### config.mk
export PLATFORM = sky130hd
export DESIGN_NAME = osfm_dot_ctrl_flat
export DESIGN_NICKNAME = d
export VERILOG_FILES = /design/src/rtl/osfm_ctrl_pkg.sv /design/src/rtl/osfm_dot_ctrl_if.sv /design/src/rtl/osfm_mac_pipe.sv /design/src/rtl/osfm_dot_ctrl.sv /design/src/flat_wrapper.sv
export SDC_FILE = /design/constraint.sdc
export NUM_CORES = 1
export LEC_CHECK = 0
export BUFFER_PORTS_ARGS = -buffer_cell sky130_fd_sc_hd__buf_2
export CAP_MARGIN = 10
export CORE_UTILIZATION = 35
export CTS_BUF_LIST = sky130_fd_sc_hd__clkbuf_4
export DETAILED_ROUTE_END_ITERATION = 10
export GPL_ROUTABILITY_DRIVEN = 0
export HOLD_SLACK_MARGIN = 0.15
export PLACE_DENSITY = 0.55
export SLEW_MARGIN = 30
export SYNTH_ARGS = -nofsm -noshare
export SYNTH_HDL_FRONTEND = slang
export SYNTH_SLANG_ARGS = --single-unit
### constraint.sdc
create_clock -name clk -period 2.67 [get_ports clk]
set_input_delay 0.6675 -clock clk [delete_from_list [all_inputs] [get_ports clk]]
set_output_delay 0.6675 -clock clk [all_outputs]
set_load 0.01 [all_outputs]
### src/rtl/osfm_ctrl_pkg.sv
// Shared definitions for the OSFM dot-product controller slice.
`ifndef OSFM_BITWIDTH_I
`define OSFM_BITWIDTH_I 8
`endif

package osfm_ctrl_pkg;

  typedef enum logic [1:0] {IDLE, RUN, DRAIN, DONE} osfm_dot_state_t;

  // Default accumulator width: full product plus one bit per doubling of length.
  function automatic int osfm_acc_w(input int bitwidth, input int len_w);
    return 2 * bitwidth + len_w;
  endfunction

endpackage

### src/rtl/osfm_dot_ctrl_if.sv
// Job, operand-stream and result handshake bundle of the dot-product controller.
interface osfm_dot_ctrl_if #(
  parameter int BITWIDTH = `OSFM_BITWIDTH_I,
  parameter int LEN_W    = 8,
  parameter int ACC_W    = osfm_ctrl_pkg::osfm_acc_w(BITWIDTH, LEN_W)
);
  logic                start;
  logic [LEN_W-1:0]    vec_len;
  logic                busy;
  logic                in_valid;
  logic                in_ready;
  logic [BITWIDTH-1:0] in_a;
  logic [BITWIDTH-1:0] in_b;
  logic                res_valid;
  logic                res_ready;
  logic [ACC_W-1:0]    res_data;
  logic                overflow;

  // Operand fetch / result consumer side
  modport master (
    output start, vec_len, in_valid, in_a, in_b, res_ready,
    input  busy, in_ready, res_valid, res_data, overflow
  );

  // Controller side
  modport slave (
    input  start, vec_len, in_valid, in_a, in_b, res_ready,
    output busy, in_ready, res_valid, res_data, overflow
  );
endinterface

### src/rtl/osfm_mac_pipe.sv
// Product capture and accumulation stages behind the external multiplier.
module osfm_mac_pipe import osfm_ctrl_pkg::*; #(
  parameter int P_W   = 16,
  parameter int LEN_W = 8,
  parameter int ACC_W = osfm_acc_w(P_W / 2, LEN_W)
) (
  input  logic             clk,
  input  logic             rst,
  input  logic             clr,
  input  logic             vld_p1,
  input  logic [P_W-1:0]   prod_p1,
  input  logic [LEN_W-1:0] len,
  output logic [ACC_W-1:0] acc,
  output logic             ovf,
  output logic             ret_last
);

  logic [P_W-1:0]   prod_p2;
  logic             vld_p2;
  logic [LEN_W-1:0] ret_cnt;
  logic [LEN_W-1:0] ret_nxt;
  logic [ACC_W:0]   sum_p2;

  // Unsigned accumulate; the extra top bit is the carry out of the accumulator.
  function automatic logic [ACC_W:0] acc_add(input logic [ACC_W-1:0] a,
                                             input logic [P_W-1:0]   p);
    return {1'b0, a} + (ACC_W+1)'(p);
  endfunction

  assign sum_p2   = acc_add(acc, prod_p2);
  assign ret_nxt  = ret_cnt + 1'b1;
  assign ret_last = vld_p2 && (ret_nxt == len);

  // Stage 2: capture the multiplier product (data only, no reset needed)
  always_ff @(posedge clk) begin
    if (vld_p1) prod_p2 <= prod_p1;
  end

  // Stage 2 valid; reset flushes any in-flight product
  always_ff @(posedge clk) begin
    if (rst) vld_p2 <= 1'b0;
    else     vld_p2 <= vld_p1;
  end

  // Stage 3: accumulate, count retired products, latch sticky carry
  always_ff @(posedge clk) begin
    if (rst || clr) begin
      acc     <= '0;
      ovf     <= 1'b0;
      ret_cnt <= '0;
    end else if (vld_p2) begin
      acc     <= sum_p2[ACC_W-1:0];
      ovf     <= ovf | sum_p2[ACC_W];
      ret_cnt <= ret_nxt;
    end
  end

endmodule

### src/rtl/osfm_dot_ctrl.sv
// Dot-product sequencer: feeds operand pairs to the shared OSFM multiplier
// and returns one accumulated sum per job.
module osfm_dot_ctrl import osfm_ctrl_pkg::*; #(
  parameter int BITWIDTH = `OSFM_BITWIDTH_I,
  parameter int LEN_W    = 8,
  parameter int ACC_W    = osfm_acc_w(BITWIDTH, LEN_W)
) (
  input  logic                  clk,
  input  logic                  rst,
  osfm_dot_ctrl_if.slave        bus,
  output logic [BITWIDTH-1:0]   mul_a,
  output logic [BITWIDTH-1:0]   mul_b,
  input  logic [2*BITWIDTH-1:0] mul_p
);

  osfm_dot_state_t  state, state_nxt;
  logic [LEN_W-1:0] len_q;
  logic [LEN_W-1:0] issue_cnt;
  logic [LEN_W-1:0] issue_nxt;
  logic             issue_hs;
  logic             job_clr;
  logic             vld_p1;
  logic             ret_last;
  logic [ACC_W-1:0] acc;
  logic             ovf;

  assign issue_hs  = (state == RUN) && bus.in_valid;
  assign job_clr   = (state == IDLE) && bus.start;
  assign issue_nxt = issue_cnt + 1'b1;

  // FSM state register
  always_ff @(posedge clk) begin
    if (rst) state <= IDLE;
    else     state <= state_nxt;
  end

  // Next-state decode and handshake outputs
  always_comb begin
    state_nxt     = state;
    bus.busy      = 1'b1;
    bus.in_ready  = 1'b0;
    bus.res_valid = 1'b0;
    case (state)
      IDLE: begin
        bus.busy = 1'b0;
        if (bus.start) state_nxt = (bus.vec_len != '0) ? RUN : DONE;
      end
      RUN: begin
        bus.in_ready = 1'b1;
        if (issue_hs && (issue_nxt == len_q)) state_nxt = DRAIN;
      end
      DRAIN: begin
        if (ret_last) state_nxt = DONE;
      end
      DONE: begin
        bus.res_valid = 1'b1;
        if (bus.res_ready) state_nxt = IDLE;
      end
      default: state_nxt = IDLE;
    endcase
  end

  // Job length latch and issue counter
  always_ff @(posedge clk) begin
    if (rst) begin
      len_q     <= '0;
      issue_cnt <= '0;
    end else if (job_clr) begin
      len_q     <= bus.vec_len;
      issue_cnt <= '0;
    end else if (issue_hs) begin
      issue_cnt <= issue_nxt;
    end
  end

  // Stage 1: operand registers hold between handshakes so the multiplier stays quiet
  always_ff @(posedge clk) begin
    if (rst) begin
      mul_a  <= '0;
      mul_b  <= '0;
      vld_p1 <= 1'b0;
    end else begin
      vld_p1 <= issue_hs;
      if (issue_hs) begin
        mul_a <= bus.in_a;
        mul_b <= bus.in_b;
      end
    end
  end

  osfm_mac_pipe #(
    .P_W   (2 * BITWIDTH),
    .LEN_W (LEN_W),
    .ACC_W (ACC_W)
  ) u_mac (
    .clk      (clk),
    .rst      (rst),
    .clr      (job_clr),
    .vld_p1   (vld_p1),
    .prod_p1  (mul_p),
    .len      (len_q),
    .acc      (acc),
    .ovf      (ovf),
    .ret_last (ret_last)
  );

  assign bus.res_data = acc;
  assign bus.overflow = ovf;

endmodule

### src/flat_wrapper.sv
// flat-port wrapper written by rule: the top's interface ports become plain ports
module osfm_dot_ctrl_flat import osfm_ctrl_pkg::*;
#(
  parameter int BITWIDTH = `OSFM_BITWIDTH_I,
  parameter int LEN_W    = 8,
  parameter int ACC_W    = osfm_acc_w(BITWIDTH, LEN_W)
)
  (clk, rst, mul_a, mul_b, mul_p, bus_start, bus_vec_len, bus_in_valid, bus_in_a, bus_in_b, bus_res_ready, bus_busy, bus_in_ready, bus_res_valid, bus_res_data, bus_overflow);
  osfm_dot_ctrl_if #(.BITWIDTH(BITWIDTH), .LEN_W(LEN_W), .ACC_W(ACC_W)) bus_i ();
  input  logic clk;
  input  logic rst;
  output logic [BITWIDTH-1:0] mul_a;
  output logic [BITWIDTH-1:0] mul_b;
  input  logic [2*BITWIDTH-1:0] mul_p;
  input wire logic [$bits(bus_i.start)-1:0] bus_start;
  input wire logic [$bits(bus_i.vec_len)-1:0] bus_vec_len;
  input wire logic [$bits(bus_i.in_valid)-1:0] bus_in_valid;
  input wire logic [$bits(bus_i.in_a)-1:0] bus_in_a;
  input wire logic [$bits(bus_i.in_b)-1:0] bus_in_b;
  input wire logic [$bits(bus_i.res_ready)-1:0] bus_res_ready;
  output wire logic [$bits(bus_i.busy)-1:0] bus_busy;
  output wire logic [$bits(bus_i.in_ready)-1:0] bus_in_ready;
  output wire logic [$bits(bus_i.res_valid)-1:0] bus_res_valid;
  output wire logic [$bits(bus_i.res_data)-1:0] bus_res_data;
  output wire logic [$bits(bus_i.overflow)-1:0] bus_overflow;
  assign bus_i.start = bus_start;
  assign bus_i.vec_len = bus_vec_len;
  assign bus_i.in_valid = bus_in_valid;
  assign bus_i.in_a = bus_in_a;
  assign bus_i.in_b = bus_in_b;
  assign bus_i.res_ready = bus_res_ready;
  assign bus_busy = bus_i.busy;
  assign bus_in_ready = bus_i.in_ready;
  assign bus_res_valid = bus_i.res_valid;
  assign bus_res_data = bus_i.res_data;
  assign bus_overflow = bus_i.overflow;
  osfm_dot_ctrl #(.BITWIDTH(BITWIDTH), .LEN_W(LEN_W), .ACC_W(ACC_W)) u_core (.clk(clk), .rst(rst), .bus(bus_i), .mul_a(mul_a), .mul_b(mul_b), .mul_p(mul_p));
endmodule
# After elaboration in Yosys (flattened, before gate mapping)
# Cells that the tools add are included.
dict set report word_totals {
  input_bits 45
  reg_bits 85
  output_inout_bits 44
}
dict set report classes {
  addsub 3
  mux 9
  n_reduce_logical 9
  bitwise_logic 1
  eq_ne 9
}
# cell n
set op_table {}
lappend op_table {{$add A24 B16 Y25} 1}
lappend op_table {{$add A8 B1 Y8 const B} 2}
lappend op_table {{$eq A8 B8 Y1} 2}
lappend op_table {{$mux W2} 5}
lappend op_table {{$pmux W2 S4} 1}
lappend op_table {{$reduce_bool A8 Y1} 1}
lappend op_table {{$ne A2 B2 Y1 const B} 3}
lappend op_table {{$eq A2 B2 Y1 const B} 2}
lappend op_table {{$logic_and A1 B1 Y1} 4}
lappend op_table {{$reduce_and A4 Y1} 1}
lappend op_table {{$mux W1} 3}
lappend op_table {{$eq A2 B1 Y1 const B} 1}
lappend op_table {{$logic_not A2 Y1} 1}
lappend op_table {{$ne A2 B1 Y1 const B} 1}
lappend op_table {{$reduce_or A2 Y1} 1}
lappend op_table {{$logic_or A1 B1 Y1} 1}
lappend op_table {{$or A1 B1 Y1} 1}

# Logic depth before layout (Yosys ltp)
dict set report logic_depth {
  ltp_word 5
  mapped_depth 9
  mapped_depth_nobuf 9
}

# Modules after synthesis
# Synthesis repeated with hierarchy kept, for this count alone.
dict set report unflattened {
  hier_cells 490
  area_unflattened_um2 4414.2
}
# mod area_each_um2 instances seq_area_each_um2 cells_per_inst
set modules_own_cells {}
lappend modules_own_cells {osfm_mac_pipe 2810.2 1 1161.1 291}
lappend modules_own_cells {osfm_dot_ctrl 1604.0 1 700.7 199}

# Worst setup path before layout
# OpenSTA, ideal clock, no wires.
dict set report synth_path {
  path_type {register -> register}
  start {register u_core.u_mac.acc[0]}
  end {register u_core.u_mac.ovf}
  path_stages_with_launch 10
  path_slack_ns 0.499
  synth_period_minus_slack_ns 2.171
  n_path_buf 0
  arrival_time_ns 2.056
  cell_sequence {dfxtp_1 ha_1 fa_1 a21o_1 a21o_1 nand4_1 a21oi_2 o31ai_4 nor4_1 o21a_1}
}
dict set report synth_via {
  elab_chain_len 2
}
# item line_no
set synth_lines {}
lappend synth_lines {{from (decl)} osfm_mac_pipe.sv:13} ;# output logic [ACC_W-1:0] acc,
lappend synth_lines {{from (signal assigned)} osfm_mac_pipe.sv:52} ;# acc <= sum_p2[ACC_W-1:0];
lappend synth_lines {{$add A24 B16 Y25} osfm_mac_pipe.sv:27} ;# return {1'b0, a} + (ACC_W+1)'(p);
lappend synth_lines {{$or A1 B1 Y1} osfm_mac_pipe.sv:53} ;# ovf <= ovf | sum_p2[ACC_W];
lappend synth_lines {{to (signal assigned)} osfm_mac_pipe.sv:53}
lappend synth_lines {{to (decl)} osfm_mac_pipe.sv:14} ;# output logic ovf,
# Every way passes these cells.
# A chain may end at the register's enable or synchronous reset.

# Final worst setup path
dict set report layout_path {
  start {register u_core.u_mac.prod_p2[0]}
  end {register u_core.u_mac.ovf}
}
dict set report layout_via {
  elab_chain_len 2
}
# item line_no
set layout_lines {}
lappend layout_lines {{from (decl)} osfm_mac_pipe.sv:18} ;# logic [P_W-1:0] prod_p2;
lappend layout_lines {{from (signal assigned)} osfm_mac_pipe.sv:36} ;# if (vld_p1) prod_p2 <= prod_p1;
lappend layout_lines {{$add A24 B16 Y25} osfm_mac_pipe.sv:27}
lappend layout_lines {{$or A1 B1 Y1} osfm_mac_pipe.sv:53}
# Every way passes these cells.

==> out/qor.yml <==
status: "finished, final reports clean"
ys_async_sr_fraction_pct: 0
drcViolationCount: 0
ys_types: 56
cts_buffers: 9
cts_tree: "built"
drv_slew: 0
skew_ps: 9.258
avgSynthCellArea_sq_um: 8.788
p_sw_share_pct: 32.31
ys.flop_type: "dfxtp_1"
synth.most_common_cell: "nand2_1"
dr_total_vias: 3886
combPwrFrac_pct: 25.0
drive_above_1_share_pct: 20.37
overflow: 0
hold_buffers: 0
fin_crit_sh_pct: 88.96
netlist.area_leader.share_pct: 30.64
worst-r2r-cell-count: 9
synthesis.nets: 582
cp.required_ps: 3020
synth_common_cells: "nand2_1 (76), dfxtp_1 (69), a21oi_1 (51), nor2_1 (33), nand3_1 (28)"
max_freq_ghz: 0.4210
cap_violations: 0
drt-pass1-iter-count: 5
grt_max_degree: 30
synthCells: 513
cts_max_level: 3
p_total_w: 0.003088
ys_ff_latch: 85
grt_usage_pct: 16.75
criticalPathCategory: "reg2reg"
rsz0062_at_grt: "no"
worstHoldPathType: "in2reg"
grt_first_pass_wirelength_microns: 17340
io_pins: 89
routed_wl_microns: 10560
ys_warn_count: 0
hpwl_microns: 7698
post_cts_buffers: 0
peakVddDrop_mv: 0.2355
max_slew_margin_pct: 43.91
cts_buffer_depth: 2
area_growth_pct: 16.76
portBuffers: 88
p_int_w: 0.002090
cts-resized-gates: 0
pwr-share-seq_pct: 48.4
synth_top_cell_by_area: "dfxtp_1"
synth_area_sq_um: 4508
yosys-top-cells-area: "dfxtp_1 (31%), edfxtp_1 (11%), ha_1 (6.4%)"
p_sw_w: 0.0009976
die-area_sq_um: 13340
clkLatencyLatePin_ps: 440
drtIter0Drc: 165
diodes: 0
antenna_found_initial: 0
first_global_vias: 3637
setup_viol_count_final: 0
die_h_microns: 115.5
wl_per_cell_microns: 13.70
synth_edf_count: 16
hold_depth: 1
start_util_pct: 35.87
cts-root-buf: "clkbuf_4"
hold_viol: 0
endpoint_kind: "flip-flop"
nets: 663
critPathMaxFanout: 9
viasPerCell: 5.040
worst_pin_slew_ps: 840.2
setup.worst_path.start_class: "flip-flop"
path_clk_slew_ps: 120
die_w_microns: 115.5
clock-sinks: 85
p_clk_share_pct: 26.6
p_leak_nw: 2.167
rows: 41
tns_ps: 0
critical_path_arrival_ps: 2720
ys_seq_area_share_pct: 41.30
power_density_nw_per_um2: 586.6
core_area_sq_um: 12570
detail-route-antenna-nets: 0
fin_crit_ps: 2375
cell families (layout without fill, tap and decap cells):
kind of cell    after synthesis  after routing  share of synthesized area, %
flops                        85             85                         41.30
buf+inv                      38            124                         3.442
compound gates              113            113                         16.04
simple gates                199            199                         21.48
fa+ha+maj                    24             24                         6.828
mux                          14             14                         3.136
xor+xnor                     40             40                         7.771
final cells by class:
class                   instances  area (sq um)
flip-flops and latches         85          1862
multi-input cells             390          2491
fillers                      1273          7305
well taps                     172         215.2
inverters                      13         48.80
clock buffers                  10         75.07
repair buffers                 95         493.0
clock inverters                 6         78.83
power by group through the flow:
stage	clock network [W]	logic [W]	registers [W]
2_1_floorplan	0	0.000540	0.00151
3_3_place_gp	0	0.000767	0.00152
3_5_place_dp	0	0.000777	0.00153
4_1_cts	0.000864	0.000783	0.00150
5_1_grt	0.000916	0.000861	0.00151
6_report	0.000821	0.000772	0.00150
routing by layer:
metal / part of all wire, % / global-route usage [%] / vias up
met5: 0 / 0 / -
met4: 1.8 / 7.359 / 0
met3: 5.7 / 3.504 / 16
met2: 44 / 26.51 / 97
met1: 48 / 22.06 / 1787
li1: - / - / 1986
registers in the layout, indices dropped and copies added, names as in the netlist:
signal                cells
u_core.u_mac.ovf          1
u_core.state              2
u_core.issue_cnt          8
u_core.u_mac.vld_p2       1
u_core.len_q              8
u_core.mul_a              8
u_core.u_mac.acc         24
u_core.vld_p1             1
u_core.u_mac.ret_cnt      8
u_core.u_mac.prod_p2     16
u_core.mul_b              8
path summary, 6_finish.rpt:
path | from | end | slack, ps
setup / recovery | u_core.u_mac.prod_p2[0] | u_core.u_mac.ovf | 290
hold / removal | mul_p[13] | u_core.u_mac.prod_p2[13] | 390
setup reg to reg | u_core.u_mac.prod_p2[0] | u_core.u_mac.ovf | 290
hold reg to reg | u_core.mul_a[3] | u_core.mul_a[3] | 460
per-stage QoR:
| step | std cells | instance area, sq um | hold WS [ps] | utilization (%) | setup WS, ps |
|---|---|---|---|---|---|
| after floorplan | 513 | 4508 | 472.0 | - | 499.0 |
| after global placement | 755 | 5110 | 440.4 | 40.66 | 360.0 |
| after detailed placement | 755 | 5110 | 445.9 | 40.66 | 306.7 |
| after CTS | 771 | 5264 | 346.8 | 41.88 | 291.3 |
| after global routing | 771 | 5264 | 344.7 | 41.88 | 111.8 |
| final | 771 | 5264 | 391.2 | 41.88 | 294.8 |
critical path, stage by stage, from the launching register on:
cell and delay [ps]:
edfxtp_1 390, ha_1 220, fa_1 410, a21o_1 180, a21o_1 210, nand4_1 160, a21oi_2 100, o31ai_4 330
nor4_1 100, o21a_1 180
layout by cell type, fill, tap and decap left out, drive strengths merged, types with 2 or more instances in the layout:
cell type / count
nand4: 14
or3: 8
and4: 3
nor3b: 2
dfxtp: 69
mux2i: 13
nor4: 4
nand3: 29
nand2: 76
nor3: 8
a41oi: 2
clkinv: 4
and2: 7
bufinv: 2
nor2: 33
edfxtp: 16
and3: 5
o21a: 3
a211oi: 3
xor2: 19
xnor2: 21
ha: 23
or4: 3
buf: 95
inv: 13
nand2b: 2
o211ai: 3
o31ai: 3
nor2b: 3
o21ai: 18
a21o: 12
o22ai: 3
a31oi: 5
a21oi: 52
clkbuf: 10
(Power assumes the default switching activity.)
